### config.mk
export PLATFORM = sky130hd
export DESIGN_NAME = uart_tx_buffered_flat
export DESIGN_NICKNAME = d
export VERILOG_FILES = /design/src/rtl/uart_tx_buffered_if.sv /design/src/rtl/uart_tx_buffered.sv /design/src/flat_wrapper.sv
export SDC_FILE = /design/constraint.sdc
export NUM_CORES = 1
export LEC_CHECK = 0
export BUFFER_PORTS_ARGS = -buffer_cell sky130_fd_sc_hd__buf_2
export CORE_MARGIN = 2
export CORE_UTILIZATION = 55
export DETAILED_ROUTE_END_ITERATION = 8
export PLACE_DENSITY = 0.84
export SLEW_MARGIN = 40
export SYNTH_ARGS = -nofsm -noshare
export SYNTH_HDL_FRONTEND = slang
export SYNTH_SLANG_ARGS = --single-unit
### constraint.sdc
create_clock -name Clock -period 6.7 [get_ports Clock]
set_clock_uncertainty 0.2 [all_clocks]
set_input_delay 1.005 -clock Clock [delete_from_list [all_inputs] [get_ports Clock]]
set_output_delay 1.005 -clock Clock [all_outputs]
set_load 0.02 [all_outputs]
### src/rtl/uart_tx_buffered_if.sv
// Byte-push handshake between the IO register file and the buffered UART transmitter.
interface uart_tx_buffered_if;
    logic [7:0] DataIn;
    logic       DataInValid;
    logic       DataInReady;

    modport master (output DataIn, output DataInValid, input DataInReady);
    modport slave  (input DataIn, input DataInValid, output DataInReady);
endinterface

### src/rtl/uart_tx_buffered.sv
// Buffered 8N1 UART transmitter: a small circular FIFO feeding a two-state serializer
// that chains frames back to back while bytes remain queued.
module uart_tx_buffered #(
    parameter int ClockFreq = 100_000_000,
    parameter int BaudRate  = 115_200,
    parameter int Depth     = 4
) (
    input  logic                  Clock,
    input  logic                  Reset,
    uart_tx_buffered_if.slave     tx,
    output logic                  SOut,
    output logic                  TxBusy,
    output logic [$clog2(Depth):0] Count
);
    localparam int SymbolEdgeTime = ClockFreq / BaudRate;
    localparam int AW = $clog2(Depth);
    localparam int CW = (SymbolEdgeTime > 1) ? $clog2(SymbolEdgeTime) : 1;

    localparam logic [0:0] IDLE = 1'b0;
    localparam logic [0:0] SEND = 1'b1;

    logic [7:0]    mem [Depth];
    logic [AW-1:0] wr_ptr, rd_ptr;
    logic [AW:0]   count;
    logic [0:0]    state;
    logic [9:0]    shift;
    logic [3:0]    bit_idx;
    logic [CW-1:0] cyc;
    logic          full, nonempty, push, pop, sym_wrap, frame_end;

    // Ready ignores a same-edge pop so a full FIFO never accepts a byte.
    assign full           = (count == (AW+1)'(Depth));
    assign nonempty       = (count != '0);
    assign tx.DataInReady = !full && !Reset;
    assign push           = tx.DataInValid && tx.DataInReady;
    assign sym_wrap       = (state == SEND) && (cyc == CW'(SymbolEdgeTime - 1));
    assign frame_end      = sym_wrap && (bit_idx == 4'd9);
    assign pop            = nonempty && ((state == IDLE) || frame_end);

    always_ff @(posedge Clock) begin
        if (push) mem[wr_ptr] <= tx.DataIn;
    end

    always_ff @(posedge Clock) begin
        if (Reset) begin
            wr_ptr <= '0;
            rd_ptr <= '0;
            count  <= '0;
        end else begin
            if (push) wr_ptr <= wr_ptr + 1'b1;
            if (pop)  rd_ptr <= rd_ptr + 1'b1;
            case ({push, pop})
                2'b10:   count <= count + 1'b1;
                2'b01:   count <= count - 1'b1;
                default: count <= count;
            endcase
        end
    end

    always_ff @(posedge Clock) begin
        if (Reset) begin
            state   <= IDLE;
            shift   <= '1;
            bit_idx <= '0;
            cyc     <= '0;
        end else begin
            case (state)
                IDLE: begin
                    if (pop) begin
                        shift   <= {1'b1, mem[rd_ptr], 1'b0};
                        bit_idx <= '0;
                        cyc     <= '0;
                        state   <= SEND;
                    end
                end
                SEND: begin
                    if (sym_wrap) begin
                        cyc <= '0;
                        if (frame_end) begin
                            // Reload in place so the next start bit follows the stop bit directly.
                            if (pop) begin
                                shift   <= {1'b1, mem[rd_ptr], 1'b0};
                                bit_idx <= '0;
                            end else begin
                                state <= IDLE;
                            end
                        end else begin
                            shift   <= {1'b1, shift[9:1]};
                            bit_idx <= bit_idx + 1'b1;
                        end
                    end else begin
                        cyc <= cyc + 1'b1;
                    end
                end
                default: state <= IDLE;
            endcase
        end
    end

    assign SOut   = (state == SEND) ? shift[0] : 1'b1;
    assign TxBusy = (state == SEND) || nonempty;
    assign Count  = count;
endmodule

### src/flat_wrapper.sv
// flat-port wrapper written by rule: the top's interface ports become plain ports
module uart_tx_buffered_flat 
#(
    parameter int ClockFreq = 100_000_000,
    parameter int BaudRate  = 115_200,
    parameter int Depth     = 4
)
  (Clock, Reset, SOut, TxBusy, Count, tx_DataIn, tx_DataInValid, tx_DataInReady);
  uart_tx_buffered_if tx_i ();
  input  logic Clock;
  input  logic Reset;
  output logic SOut;
  output logic TxBusy;
  output logic [$clog2(Depth):0] Count;
  input wire logic [$bits(tx_i.DataIn)-1:0] tx_DataIn;
  input wire logic [$bits(tx_i.DataInValid)-1:0] tx_DataInValid;
  output wire logic [$bits(tx_i.DataInReady)-1:0] tx_DataInReady;
  assign tx_i.DataIn = tx_DataIn;
  assign tx_i.DataInValid = tx_DataInValid;
  assign tx_DataInReady = tx_i.DataInReady;
  uart_tx_buffered #(.ClockFreq(ClockFreq), .BaudRate(BaudRate), .Depth(Depth)) u_core (.Clock(Clock), .Reset(Reset), .tx(tx_i), .SOut(SOut), .TxBusy(TxBusy), .Count(Count));
endmodule
==> impl_metrics.env <==
export IMPL_r2r_slack_ns=3.54
export IMPL_reg2reg_depth=10
export IMPL_critPathMaxFanout=24
export IMPL_postRouteAntennaNets=0
export IMPL_ir_worst_vdd_mv=0.192
export IMPL_die_area_sq_mm=0.00578
export IMPL_grt_pass1_wl_um=8750
export IMPL_fillCellCount=366
export IMPL_first_pass_iters=6
export IMPL_numPortBuffers=16
export IMPL_yosysUniqueCellTypes=43
export IMPL_register_area_sq_mm=0.00164
export IMPL_timing_hold_ws_ns=0.250
export IMPL_r2r_end="u_core.Count[2]"
export IMPL_synth_top_area_share_pct=33.7
export IMPL_nets=281
export IMPL_die_w_um=76.1
export IMPL_worstPathArrival_ns=3.23
export IMPL_synth_seq_cells=66
export IMPL_grt_max_degree=25
export IMPL_setup_violations=0
export IMPL_placedCellCount=320
export IMPL_drt_total_wl_um=5310
export IMPL_post_cts_setup_buffers=0
export IMPL_drtIter0Drc=179
export IMPL_cts_sinks=66
export IMPL_multiInputGateArea_sq_mm=0.00113
export IMPL_required_ns=6.76
export IMPL_clockBufferDepth=2
export IMPL_clk_latency_ns=0.34
export IMPL_syn_area_sq_mm=0.00286
export IMPL_crit_chain="ha_1 -> nand4b_1 -> o31a_2 -> nor3_1 -> ha_1 -> inv_1 -> fa_1 -> xor2_1 -> or3_1 -> a21oi_1"
export IMPL_outcome="complete, no violations"
export IMPL_post_route_drc_count=0
export IMPL_cts_clk_slew_worst_paths_ns=0.07
export IMPL_rows=26
export IMPL_hold_violations=0
export IMPL_diodes=0
export IMPL_synth_area_leaders="edfxtp_1 34%, dfxtp_1 24%, mux4_2 6.3%"
export IMPL_instances_no_fill=336
export IMPL_drv_slew=0
export IMPL_setup_tns_ns=0
export IMPL_vias=1957
export IMPL_worstReg2RegStart="u_core.cyc[0]"
export IMPL_critPathKind="flip-flop to flip-flop"
export IMPL_antenna_found_initial=0
export IMPL_cts_buffers=9
export IMPL_hold_class="flip-flop to flip-flop"
export IMPL_synth_edff_count=32
export IMPL_dieHeight_um=76.1
export IMPL_crit_top_cell="ha_1"
export IMPL_crit_slowest_cell="o31a_2"
export IMPL_crit_start="u_core.cyc[0]"
export IMPL_p_per_area_mw_per_mm2=399
export IMPL_max_stage_delay_ns=0.55
export IMPL_htreeDepth=3
export IMPL_area_delta_synth_final_pct=13.1
export IMPL_period_minus_slack_ns=3.16
export IMPL_dp_hpwl_um=3420
export IMPL_fmax_mhz=316
export IMPL_relSlewSlack_pct=60.2
export IMPL_ys_seq_area_share_pct=57.5
export IMPL_start_util_pct=56.6
export IMPL_overflow=0
export IMPL_yosys_warnings=0
export IMPL_crit_end="u_core.Count[2]"
export IMPL_drive_above_1_share_pct=17.7
export IMPL_finalCritPeriodShare_pct=47.2
export IMPL_cts_tree="built"
export IMPL_worstMarginPinSlew_ns=0.596
export IMPL_cts_hold_fix_buffers=0
export IMPL_cts_repair_resized=0
export IMPL_io_pins=17
export IMPL_place_congestion=0.799
export IMPL_setup_worst_path_end_class="flip-flop"
export IMPL_synth_area_per_cell_sq_um=11.7
export IMPL_cap_violations=0
export IMPL_syn_inst=245
export IMPL_grt_pass1_vias=1836
export IMPL_synth_top_area_cell="edfxtp_1"
export IMPL_synthTopCellsByCount="34 x dfxtp_1, 32 x edfxtp_1, 21 x a21oi_1, 17 x nor2_1"
export IMPL_vias_per_cell=5.82
export IMPL_rsz0062_at_grt="no"
export IMPL_cts_root_buf="clkbuf_8"
export IMPL_synth_most_common_cell="dfxtp_1"
export IMPL_start_kind="flip-flop"
export IMPL_synth_nets=265
export IMPL_async_flop_share_pct=0
export IMPL_fp_coreArea_sq_mm=0.00504
export IMPL_power_leakage_uw=0.00110
export IMPL_synth_flop_cell="dfxtp_1"
export IMPL_grtUsageTotal_pct=19.4
export IMPL_routedWlPerCell_um=15.8
[worst max-delay path: cells and delay by family (launching register included)]
kind | cells | cell delay (ns)
xor+xnor | 1 | 0.16
compound gates | 2 | 0.69
flops | 1 | 0.40
simple gates | 3 | 0.76
buf+inv | 1 | 0.06
fa+ha+maj | 3 | 0.82
[cells by family after synthesis]
group | after synthesis | share of synthesized area (%)
AOI/OAI and AO/OA | 54 | 11.9
xor gates and xnor gates | 7 | 2.15
adders and majority gates | 9 | 4.21
buffers and inverters | 25 | 3.33
DFF | 66 | 57.5
muxes | 10 | 7.06
and+or+nand+nor | 74 | 13.8
[state kept, by name, summed over array words and instances (netlist names), named ones only]
register        flops
u_core.wr_ptr       2
u_core.bit_idx      4
u_core.shift       10
u_core.cyc         10
u_core.Count        3
u_core.mem         32
u_core.rd_ptr       2
u_core.state        1
[per-stage QoR]
step                      util [%]  setup slack (ns)  cell area [sq um]  total power [uW]
after floorplan                  -              3.75               2860               799
final                         64.0              3.54               3230              1290
after global placement        59.3              3.54               2990               882
after detailed placement      59.3              3.47               2990               895
after global routing          64.0              3.31               3230              1360
after CTS                     63.9              3.46               3220              1290
[layer usage]
layer / GRT usage, % / vias to the layer above / wire, um
met4: 11.6 / 0 / 109
met2: 29.9 / 54 / 2600
met1: 25.2 / 942 / 2390
met5: 0 / - / 0
met3: 4.38 / 10 / 213
li1: - / 951 / -
[how the worst min path moves through the flow]
stage                     from               to  slack (ns)  cells after the start
4_1_cts        u_core.shift[9]  u_core.shift[9]        0.25                      1
3_3_place_gp   u_core.shift[9]  u_core.shift[9]        0.23                      1
6_report       u_core.shift[9]  u_core.shift[9]        0.25                      1
3_5_place_dp   u_core.shift[9]  u_core.shift[9]        0.24                      1
2_1_floorplan  u_core.shift[9]  u_core.shift[9]        0.22                      1
5_1_grt        u_core.shift[9]  u_core.shift[9]        0.28                      1
[power breakdown]
group | switching, uW | internal, uW
Combinational | 238 | 135
Sequential | 55.8 | 472
Clock | 144 | 245
[layout by cell type (no fill, tap or decap), drive strengths merged, types with 5 or more instances in the layout]
| master | count |
|---|---|
| a21oi | 21 |
| buf | 18 |
| clkbuf | 10 |
| dfxtp | 34 |
| edfxtp | 32 |
| ha | 8 |
| inv | 12 |
| mux4 | 8 |
| nand2 | 9 |
| nor2 | 17 |
| nor3 | 12 |
| nor4 | 9 |
| o21ai | 9 |
| o31ai | 11 |
| or3 | 9 |
| xor2 | 5 |
[final cells by class]
cell class	count	area share, %
clock inverters	6	3.25
repair buffers	18	2.94
inverters	12	1.39
well taps	70	2.71
flip-flops and latches	66	50.8
multi-input cells	154	34.9
clock buffers	10	3.95
Note: power is estimated with default switching activity, not from simulation.
